[src/rtl/adpll_pkg.sv]
// Shared ADPLL definitions: lock-detector state encoding and default datapath widths.
package adpll_pkg;

  localparam int ADPLL_ERROR_WIDTH  = 8;
  localparam int ADPLL_DCO_CC_WIDTH = 5;

  typedef enum logic [1:0] {
    ST_UNLOCKED = 2'd0,
    ST_ACQUIRE  = 2'd1,
    ST_LOCKED   = 2'd2,
    ST_HOLD     = 2'd3
  } lock_state_e;

endpackage

[src/rtl/sync_edge_detect.sv]
// 2-flop synchronizer followed by one delay flop; rise_o pulses one cycle per synchronized rising edge.
module sync_edge_detect (
  input  logic clk_i,
  input  logic rst_ni,
  input  logic d_i,
  output logic sync_o,
  output logic dly_o,
  output logic rise_o
);

  logic [2:0] ff_q;

  always_ff @(posedge clk_i or negedge rst_ni) begin
    if (!rst_ni) ff_q <= '0;
    else         ff_q <= {ff_q[1:0], d_i};
  end

  assign sync_o = ff_q[1];
  assign dly_o  = ff_q[2];
  assign rise_o = ff_q[1] & ~ff_q[2];

endmodule

[src/rtl/adpll_lock_detector.sv]
// ADPLL lock detector: ref-strobed error window FSM, slip counter and locked DCO-code excursion.
module adpll_lock_detector
  import adpll_pkg::*;
#(
  parameter int ERROR_WIDTH  = ADPLL_ERROR_WIDTH,
  parameter int DCO_CC_WIDTH = ADPLL_DCO_CC_WIDTH,
  parameter int LOCK_THRESH  = 2,
  parameter int LOCK_COUNT   = 16,
  parameter int UNLOCK_COUNT = 4,
  parameter int SLIP_WIDTH   = 8
) (
  input  logic                           fpga_clk_i,
  input  logic                           reset_n_i,
  input  logic                           enable_i,
  input  logic                           ref_clk_i,
  input  logic signed [ERROR_WIDTH-1:0]  error_i,
  input  logic signed [DCO_CC_WIDTH-1:0] dco_cc_i,
  output logic                           lock_o,
  output logic [1:0]                     state_o,
  output logic [SLIP_WIDTH-1:0]          slip_count_o,
  output logic signed [DCO_CC_WIDTH-1:0] dco_min_o,
  output logic signed [DCO_CC_WIDTH-1:0] dco_max_o
);

  localparam int GW = $clog2(LOCK_COUNT + 1);
  localparam int BW = $clog2(UNLOCK_COUNT + 1);
  localparam logic [GW-1:0]          LOCK_N   = GW'(LOCK_COUNT);
  localparam logic [BW-1:0]          UNLOCK_N = BW'(UNLOCK_COUNT);
  localparam logic [ERROR_WIDTH:0]   THRESH   = (ERROR_WIDTH+1)'(LOCK_THRESH);

  // ref strobe
  logic ref_sync_unused, ref_dly_unused, sample;

  sync_edge_detect u_ref_sync (
    .clk_i  (fpga_clk_i),
    .rst_ni (reset_n_i),
    .d_i    (ref_clk_i),
    .sync_o (ref_sync_unused),
    .dly_o  (ref_dly_unused),
    .rise_o (sample)
  );

  // Per-bit DCO chain; a code is accepted only once two consecutive synchronized values agree.
  logic [DCO_CC_WIDTH-1:0] dco_sync, dco_dly, dco_rise_unused;
  logic signed [DCO_CC_WIDTH-1:0] dco_acc_q;

  for (genvar b = 0; b < DCO_CC_WIDTH; b++) begin : g_dco_sync
    sync_edge_detect u_dco_sync (
      .clk_i  (fpga_clk_i),
      .rst_ni (reset_n_i),
      .d_i    (dco_cc_i[b]),
      .sync_o (dco_sync[b]),
      .dly_o  (dco_dly[b]),
      .rise_o (dco_rise_unused[b])
    );
  end

  always_ff @(posedge fpga_clk_i or negedge reset_n_i) begin
    if (!reset_n_i)              dco_acc_q <= '0;
    else if (dco_sync == dco_dly) dco_acc_q <= $signed(dco_dly);
  end

  // Extra magnitude bit so the most negative error maps to a correct positive value.
  logic signed [ERROR_WIDTH:0] err_ext;
  logic        [ERROR_WIDTH:0] err_abs;
  logic                        in_win;

  assign err_ext = {error_i[ERROR_WIDTH-1], error_i};
  assign err_abs = err_ext[ERROR_WIDTH] ? $unsigned(-err_ext) : $unsigned(err_ext);
  assign in_win  = (err_abs <= THRESH);

  lock_state_e                    state_q, state_d;
  logic [GW-1:0]                  good_q, good_d, good_inc;
  logic [BW-1:0]                  bad_q, bad_d, bad_inc;
  logic [SLIP_WIDTH-1:0]          slip_q, slip_d;
  logic signed [DCO_CC_WIDTH-1:0] min_q, min_d, max_q, max_d;

  assign good_inc = good_q + GW'(1);
  assign bad_inc  = bad_q + BW'(1);

  always_ff @(posedge fpga_clk_i or negedge reset_n_i) begin
    if (!reset_n_i) begin
      state_q <= ST_UNLOCKED;
      good_q  <= '0;
      bad_q   <= '0;
      slip_q  <= '0;
      min_q   <= '0;
      max_q   <= '0;
    end else begin
      state_q <= state_d;
      good_q  <= good_d;
      bad_q   <= bad_d;
      slip_q  <= slip_d;
      min_q   <= min_d;
      max_q   <= max_d;
    end
  end

  always_comb begin
    state_d = state_q;
    good_d  = good_q;
    bad_d   = bad_q;
    slip_d  = slip_q;
    min_d   = min_q;
    max_d   = max_q;
    if (!enable_i) begin
      state_d = ST_UNLOCKED;
      good_d  = '0;
      bad_d   = '0;
    end else if (sample) begin
      if (state_q == ST_LOCKED || state_q == ST_HOLD) begin
        if (dco_acc_q < min_q) min_d = dco_acc_q;
        if (dco_acc_q > max_q) max_d = dco_acc_q;
      end
      case (state_q)
        ST_UNLOCKED: begin
          if (in_win && LOCK_COUNT == 1) begin
            state_d = ST_LOCKED;
            good_d  = '0;
            min_d   = dco_acc_q;
            max_d   = dco_acc_q;
          end else if (in_win) begin
            state_d = ST_ACQUIRE;
            good_d  = GW'(1);
          end else begin
            good_d  = '0;
          end
        end
        ST_ACQUIRE: begin
          if (!in_win) begin
            state_d = ST_UNLOCKED;
            good_d  = '0;
          end else if (good_inc == LOCK_N) begin
            state_d = ST_LOCKED;
            good_d  = '0;
            min_d   = dco_acc_q;
            max_d   = dco_acc_q;
          end else begin
            good_d  = good_inc;
          end
        end
        ST_LOCKED: begin
          if (!in_win) begin
            state_d = ST_HOLD;
            bad_d   = BW'(1);
          end
        end
        ST_HOLD: begin
          if (in_win) begin
            state_d = ST_LOCKED;
            bad_d   = '0;
          end else if (bad_inc == UNLOCK_N) begin
            state_d = ST_UNLOCKED;
            bad_d   = '0;
            if (slip_q != '1) slip_d = slip_q + SLIP_WIDTH'(1);
          end else begin
            bad_d   = bad_inc;
          end
        end
        default: state_d = ST_UNLOCKED;
      endcase
    end
  end

  assign lock_o       = (state_q == ST_LOCKED) || (state_q == ST_HOLD);
  assign state_o      = state_q;
  assign slip_count_o = slip_q;
  assign dco_min_o    = min_q;
  assign dco_max_o    = max_q;

endmodule

[config.mk]
export PLATFORM = sky130hd
export DESIGN_NAME = adpll_lock_detector
export DESIGN_NICKNAME = d
export VERILOG_FILES = /design/src/rtl/adpll_pkg.sv /design/src/rtl/sync_edge_detect.sv /design/src/rtl/adpll_lock_detector.sv
export SDC_FILE = /design/constraint.sdc
export NUM_CORES = 1
export LEC_CHECK = 0
export BUFFER_PORTS_ARGS = -buffer_cell sky130_fd_sc_hd__buf_2
export CELL_PAD_IN_SITES_DETAIL_PLACEMENT = 0
export CELL_PAD_IN_SITES_GLOBAL_PLACEMENT = 1
export CORE_MARGIN = 2
export CORE_UTILIZATION = 35
export CTS_BUF_LIST = sky130_fd_sc_hd__clkbuf_16
export DETAILED_ROUTE_END_ITERATION = 10
export GPL_TIMING_DRIVEN = 1
export PLACE_DENSITY = 0.75
export SETUP_SLACK_MARGIN = 0.02
export SLEW_MARGIN = 20
export SYNTH_ARGS = -nofsm -noshare
export SYNTH_HDL_FRONTEND = slang
export SYNTH_HIERARCHICAL = 1
export SYNTH_SLANG_ARGS = --single-unit
[constraint.sdc]
create_clock -name fpga_clk_i -period 5.8 [get_ports fpga_clk_i]
set_clock_uncertainty 0.1 [all_clocks]
set_input_delay 1.16 -clock fpga_clk_i [delete_from_list [all_inputs] [get_ports fpga_clk_i]]
set_output_delay 1.16 -clock fpga_clk_i [all_outputs]
set_load 0.05 [all_outputs]
# Word-level counts from Yosys, hierarchy flattened
# Cells that the tools add are included.
# totals
input_bits,17
wordCells,76
regBits,51
output_inout_bits,21
# classes
order_cmp,3
addsub,4
n_reduce_logical,7
eq_ne,14
n_bitwise,3
mux,32
# op_table
op,count
two-way mux 5 bit,14
two-way mux 2 bit,8
two-way mux 3 bit,5
one-hot mux 5 bit (2 select lines),1
less-or-equal comparator 9 x 2 -> 1 bit (second input constant),1
two-way mux 9 bit,1
negator 8 -> 9 bit,1
adder 8 x 1 -> 8 bit (second input constant),1
!= test 8 bit (second input constant),1
one-hot mux 2 bit (4 select lines),1
!= test 3 x 1 -> 1 bit (second input constant),2
!= test 3 bit (second input constant),2
one-hot mux 3 bit (2 select lines),1
AND reduction 6 bit,1
adder 5 x 1 -> 5 bit (second input constant),1
equality test 5 bit,1
equality test 5 bit (second input constant),1
> comparator 5 bit,1
< comparator 5 bit,1
AND reduction 5 bit,1
equality test 2 bit (second input constant),2
!= test 4 x 3 -> 1 bit (second input constant),1
!= test 4 bit (second input constant),1
AND reduction 2 bit,2
10 further kinds,11

# Logic depth before layout (Yosys ltp)
# Gate-level depths: netlist (run 1).
# depth
depth_word,7
mapped_depth,8
depth_no_buf,8

# Modules after synthesis
# Netlist (run 1), hierarchy kept.
# modules_own_cells
mod,seq_area_each_um2,n_inst,cells_per_inst,area_each_um2
adpll_lock_detector,825.8,1,197,2060.7
sync_edge_detect,75.1,6,4,88.8

# Worst setup path after synthesis (run 1)
# OpenSTA, ideal clock, no wires.
# synth_path
path_kind,in2reg
from,in error_i[7]
to,"reg max_q[0], in the netlist dco_max_o[0]"
path_stages,6
arrival_time_ns,2.634
n_path_buf,0
setup_slack_ns,2.941
required_ns,5.575
path_cell_list,or4_4 -> nor3_4 -> o211a_4 -> nand4_4 -> o311ai_4 -> mux2_2
# synth_between
elab_chain_len,5
# synth_lines
element,line_no,text
from (decl),adpll_lock_detector.sv:16,"input logic signed [ERROR_WIDTH-1:0] error_i,"
negator 8 -> 9 bit,adpll_lock_detector.sv:69,assign err_abs = err_ext[ERROR_WIDTH] ? $unsigned(-err_ext) : $unsigned(err_ext);
two-way mux 9 bit (*),adpll_lock_detector.sv:69,
less-or-equal comparator 9 x 2 -> 1 bit (*),adpll_lock_detector.sv:70,assign in_win = (err_abs <= THRESH);
two-way mux 5 bit (*),adpll_lock_detector.sv:130,if (!in_win) begin
two-way mux 5 bit (*),adpll_lock_detector.sv:115,case (state_q)
to (signal assigned),adpll_lock_detector.sv:95,max_q <= max_d;
to (decl),adpll_lock_detector.sv:76,"logic signed [DCO_CC_WIDTH-1:0] min_q, min_d, max_q, max_d;"
# Every way passes the cells marked *; elsewhere a longest branch is shown, timed or not.
# A chain may end at the register's enable or synchronous reset.

# Worst setup path in the final report (run 1)
# layout_path
from,in error_i[0]
to,"reg slip_q[1], in the netlist slip_count_o[1]"
# layout_between
elab_chain_len,5
# layout_lines
element,line_no,text
negator 8 -> 9 bit,adpll_lock_detector.sv:69,
two-way mux 9 bit (*),adpll_lock_detector.sv:69,
less-or-equal comparator 9 x 2 -> 1 bit (*),adpll_lock_detector.sv:70,
NOT 1 bit (no source line) (*),n/a,
AND reduction 6 bit (no source line) (*),n/a,
to (signal assigned),adpll_lock_detector.sv:93,slip_q <= slip_d;
to (decl),adpll_lock_detector.sv:75,"logic [SLIP_WIDTH-1:0] slip_q, slip_d;"
# Marks and branches as above.

==> results.ini, run 1 <==
[power_and_ir_drop]
power_mw = 0.815
power_density_mw_per_mm2 = 275
ir_drop_v = 0.000166
intPower_mw = 0.593
leakage_nw = 1.40
comb_power_share_pct = 14.0
p_sw_mw = 0.222
p_seq_share_pct = 49.2
swShare_pct = 27.3
power_frac_clock_pct = 36.8

[global_route]
grtUsageTotal_pct = 12.6
grt_pass1_wl_mm = 7.75
grt_max_degree = 52
overflow = 0
first_global_vias = 1638
antenna_found_initial = 0

[detailed_routing]
routed_wl_mm = 4.47
drc = 0
detail-route-antenna-nets = 0
wl_per_cell_microns = 12.7
drt_iter0_drc = 105
via_count = 1700
vias_per_cell = 4.82
firstDrtPassIters = 4

[floorplan]
die_h_microns = 88.9
ios = 38
die_area_sq_mm = 0.00791
core_sq_mm = 0.00687
rows = 30
start_util_pct = 36.8
die_x_microns = 88.9

[synth]
yosys_warnings = 6
syn_area_sq_mm = 0.00252
netlist_instances = 216
syn_avg_cell_area_sq_um = 11.7
synth_fp_nets = 247

[run_status]
status = finished, final reports clean

[final_layout]
drive_gt1_share_pct = 28.0
post-route-util_pct = 43.1
nets = 287
num_antenna_cells = 0
final_common_cell = dfrtp_1
layout_common_cells = dfrtp_1 (51), buf_2 (37), nand2_1 (20)
syn_to_final_growth_pct = 17.2

[clock_network]
hold_buffers = 0
cts_resized = 0
numCtsBuffers = 5
clock_latency_ps = 290
cts_buffer_depth = 2
cts_setup_buffers = 0
cts_sinks = 51
htree_levels = 2
cts_tree = yes
ctsRootBufferMaster = clkbuf_16
clkSlewWorstSetupHoldPaths_ps = 70

[setup_path]
crit_chain = buf_2, inv_1, ha_1, o21ai_0, nor2_1, o211a_4, nor4b_4, mux2_2
slowest_delay_ps = 500
cp_max_fo = 8
cp-start-kind = primary input
cp-end-kind = flop
worstPathRequired_ps = 5880
slowest_stage = nor4b_4
path_class = primary input to flop
critPathArrivalTime_ps = 2860

[sta]
hold_viol_final = 0
min_period_over_period_pct = 48.0
grt_setup_unrepaired = false
worst_pin_slew_ps = 650
clock.fmax_ghz = 0.359
min_period_ps = 2790
tns_ps = 0
worst_slew_margin_rel_pct = 56.4
slew_viol_final = 0
setup_viol = 0

[placed_design]
port_buffers = 37
place_congestion = 0.762
place_hpwl_mm = 3.16

[flow_run]
cap_violations = 0

[worst_hold_path]
hold_class = flop to flop

[worst max-delay path: cells and delay by family]
kind                     cells  cell delay, ps
AND/OR/NAND/NOR              2             580
AO/OA/AOI/OAI                2             410
adder cells (fa/ha/maj)      1             190
buffers and inverters        2             140
multiplexers                 1             390
[power by group through the flow]
stage | Clock [mW] | Sequential [mW] | Combinational [mW]
3_5_place_dp | 0 | 0.407 | 0.114
5_1_grt | 0.325 | 0.405 | 0.136
4_1_cts | 0.310 | 0.400 | 0.117
2_1_floorplan | 0 | 0.399 | 0.0820
6_report | 0.300 | 0.401 | 0.114
3_3_place_gp | 0 | 0.406 | 0.110
[flip-flops by register name, indices dropped and copies added (netlist names)]
| signal | count |
|---|---|
| g_dco_sync.u_dco_sync/ff_q | 15 |
| u_ref_sync/ff_q | 3 |
| dco_acc_q | 5 |
| dco_min_o | 5 |
| dco_max_o | 5 |
| bad_q | 3 |
| state_o | 2 |
| good_q | 5 |
| slip_count_o | 8 |
[metrics by stage]
step	area [sq um]	cells	worst slack, ps	hold WS [ps]
floorplan	2520	216	2940	231
global placement	2810	345	2720	231
detailed placement	2810	345	2700	235
CTS	2960	353	3010	252
global route	2960	353	2890	258
finish	2960	353	3010	250
[worst paths after layout]
path / from / slack [ps] / endpoint / depth (start not counted)
worst min register to register: g_dco_sync[4].u_dco_sync/ff_q[0]$_DFF_PN0_ / 250 / g_dco_sync[4].u_dco_sync/ff_q[1]$_DFF_PN0_ / 0
min in group asynchronous: reset_n_i / 870 / dco_min_o[1]$_DFFE_PN0P_ / 2
worst max-delay path: error_i[0] / 3010 / slip_count_o[1]$_DFFE_PN0P_ / 8
max in group asynchronous: reset_n_i / 4300 / bad_q[1]$_DFFE_PN0P_ / 2
worst max register to register: bad_q[0]$_DFFE_PN0P_ / 3560 / slip_count_o[1]$_DFFE_PN0P_ / 6
worst min-delay path: g_dco_sync[4].u_dco_sync/ff_q[0]$_DFF_PN0_ / 250 / g_dco_sync[4].u_dco_sync/ff_q[1]$_DFF_PN0_ / 0
[metal layers]
metal	share of wire, %	up-vias	wire [microns]	track usage, %
met1	49	813	2180	17.7
met5	0	-	0	0
met2	46	30	2060	19.5
met3	3.7	7	165	2.77
met4	1.4	0	64	4.07
li1	-	850	-	-
[final cells by class]
type | count | area (sq um)
repair buffers | 38 | 193
inverters | 15 | 56.3
multi-input cells | 145 | 1160
clock inverters | 3 | 27.5
well taps | 96 | 120
fillers | 659 | 3910
flip-flops and latches | 51 | 1280
clock buffers | 5 | 125
Note: power is estimated with default switching activity, not from simulation.
==> run 2: changes to the inputs <==
clock period = 2.7 ns   (was 5.8 ns; I/O delays follow)
==> run 2 against run 1 <==
- hold slack got worse by 1.1 ps
- highest routed layer unchanged
- flip-flop and latch count unchanged
- sequential share of layout area unchanged
- non-clock buffer count unchanged
- setup slack got worse by 2600 ps
- sequential power increased by 110%
- critical path depth decreased by 2
- via count decreased by 0.18%
- power increased by 110%
- utilization unchanged
- largest power group unchanged
- design area unchanged
==> results.ini, run 2 (synthesis results as in run 1) <==
[flow_run]
cap_violations = 0  ; unchanged

[setup_path]
cp-end-kind = flop  ; unchanged
worstPathRequired_ps = 2770  ; was 5880 ps
slowest_delay_ps = 460  ; was 500 ps
path_buf_inv = 0  ; was 2
cp-start-kind = flop  ; was primary input
slowest_stage = nor4b_4  ; unchanged
crit_chain = ha_1, xor2_1, nand3_1, a31o_2, nor4b_4, mux2_2  ; was buf_2, inv_1, ha_1, o21ai_0, nor2_1, o211a_4, nor4b_4, mux2_2
cp_max_fo = 8  ; unchanged
critPathArrivalTime_ps = 2370  ; was 2860 ps
crit_family = simple AND/OR/NAND/NOR gates  ; unchanged
path_class = flop to flop  ; was primary input to flop

[final_layout]
final_common_cell = dfrtp_1  ; unchanged
drive_gt1_share_pct = 28.0  ; unchanged
top_register = g_dco_sync.u_dco_sync/ff_q  ; unchanged
nFillCells = 670  ; was 659
largest_reg_flops = 15  ; unchanged
num_antenna_cells = 0  ; unchanged
syn_to_final_growth_pct = 17.2  ; unchanged
nets = 287  ; unchanged
layout_common_cells = dfrtp_1 (51), buf_2 (37), nand2_1 (20)  ; unchanged
post-route-util_pct = 43.1  ; unchanged

[sta]
tns_ps = 0  ; unchanged
worst_pin_slew_ps = 664  ; was 650 ps
hold_viol_final = 0  ; unchanged
clock.fmax_ghz = 0.436
grt_setup_unrepaired = false  ; unchanged
setup_viol = 0  ; unchanged
min_period_ps = 2290
worst_slew_margin_rel_pct = 55.4  ; was 56.4%
slew_viol_final = 0  ; unchanged
min_period_over_period_pct = 85.0

[floorplan]
die_area_sq_mm = 0.00791  ; unchanged
rows = 30  ; unchanged
core_sq_mm = 0.00687  ; unchanged
ios = 38  ; unchanged
start_util_pct = 36.8  ; unchanged
die_x_microns = 88.9  ; unchanged
die_h_microns = 88.9  ; unchanged

[clock_network]
cts_resized = 0  ; unchanged
ctsRootBufferMaster = clkbuf_16  ; unchanged
cts_buffer_depth = 2  ; unchanged
hold_buffers = 0  ; unchanged
cts_sinks = 51  ; unchanged
htree_levels = 2  ; unchanged
clock_latency_ps = 280  ; was 290 ps
cts_tree = yes  ; unchanged
clkSlewWorstSetupHoldPaths_ps = 70  ; about the same
numCtsBuffers = 5  ; unchanged
cts_setup_buffers = 0  ; unchanged

[global_route]
first_global_vias = 1690  ; was 1,638
grt_pass1_wl_mm = 7.83  ; was 7.75 mm
overflow = 0  ; unchanged
grtUsageTotal_pct = 12.7  ; was 12.6%
grt_max_degree = 52  ; unchanged
antenna_found_initial = 0  ; unchanged

[power_and_ir_drop]
comb_power_share_pct = 13.8  ; was 14.0%
p_sw_mw = 0.458  ; was 0.222 mW
leakage_nw = 1.40  ; about the same
swShare_pct = 26.4  ; was 27.3%
intPower_mw = 1.27  ; was 0.593 mW
power_frac_clock_pct = 36.6  ; was 36.8%
ir_drop_v = 0.000403  ; was 0.000166 V
p_seq_share_pct = 49.6  ; was 49.2%
power_density_mw_per_mm2 = 585  ; was 275 mW/mm^2

[placed_design]
port_buffers = 37  ; unchanged
place_hpwl_mm = 3.21  ; was 3.16 mm
place_congestion = 0.770  ; was 0.762

[run_status]
status = finished, final reports clean  ; unchanged

[detailed_routing]
detail-route-antenna-nets = 0  ; unchanged
via_count = 1697  ; was 1,700
drt_iter0_drc = 66  ; was 105
firstDrtPassIters = 4  ; unchanged
wl_per_cell_microns = 12.4  ; was 12.7 microns
drc = 0  ; unchanged
vias_per_cell = 4.81  ; was 4.82
routed_wl_mm = 4.37  ; was 4.47 mm

[worst_hold_path]
hold_class = flop to flop  ; unchanged

## run 2: cell count changes in the layout (fill, tap and decap cells not counted), sizes merged
| cell | previous run | this run |
|---|---|---|
| inv | 16 | 17 |
| clkinv | 1 | 0 |
## run 2: stage by stage
step	cell area [sq um]	hold slack (ps)	setup WS, ps	total power, mW	cells
after floorplan	2520	144	414	1.03	216
after global placement	2810	232	244	1.11	345
after detailed placement	2810	235	225	1.12	345
after CTS	2960	247	428	1.76	353
after global routing	2960	236	283	1.86	353
final	2960	249	406	1.73	353
## run 2: final timing paths
| path | start | cells after the start | endpoint | slack [ps] |
|---|---|---|---|---|
| max | bad_q[0]$_DFFE_PN0P_ | 6 | slip_count_o[1]$_DFFE_PN0P_ | 410 |
| min | g_dco_sync[0].u_dco_sync/ff_q[0]$_DFF_PN0_ | 0 | g_dco_sync[0].u_dco_sync/ff_q[1]$_DFF_PN0_ | 250 |
| max reg2reg | bad_q[0]$_DFFE_PN0P_ | 6 | slip_count_o[1]$_DFFE_PN0P_ | 410 |
| min reg2reg | g_dco_sync[0].u_dco_sync/ff_q[0]$_DFF_PN0_ | 0 | g_dco_sync[0].u_dco_sync/ff_q[1]$_DFF_PN0_ | 250 |
| max in group asynchronous | reset_n_i | 2 | bad_q[2]$_DFFE_PN0P_ | 1820 |
| min in group asynchronous | reset_n_i | 2 | dco_min_o[3]$_DFFE_PN0P_ | 260 |
## run 2: cell type report
type | instances | area [sq um] | share of cell area, %
Inverter | 15 | 56.3 | 1.90
Sequential cell | 51 | 1280 | 43.1
Timing Repair Buffer | 38 | 193 | 6.51
Tap cell | 96 | 120 | 4.06
Multi-Input combinational cell | 145 | 1160 | 39.3
Clock inverter | 3 | 27.5 | 0.930
Clock buffer | 5 | 125 | 4.23
## run 2: routing by layer
| metal | wire [microns] | GRT usage [%] |
|---|---|---|
| met4 | 59 | 4.07 |
| met1 | 2120 | 17.7 |
| met3 | 141 | 2.86 |
| met2 | 2050 | 20.0 |
| met5 | 0 | 0 |
## run 2: worst reg2reg max path, stage by stage, from the launching register on
cell     delay (ps)
dfrtp_1         420
ha_1            260
xor2_1          220
nand3_1         100
a31o_2          240
nor4b_4         460
mux2_2          390
## run 2: power by group through the flow
stage | Combinational, mW | Sequential, mW | Clock, mW
after floorplan | 0.176 | 0.857 | 0
after global placement | 0.237 | 0.872 | 0
after detailed placement | 0.242 | 0.875 | 0
after CTS | 0.244 | 0.859 | 0.660
after global routing | 0.286 | 0.871 | 0.700
final | 0.238 | 0.860 | 0.634
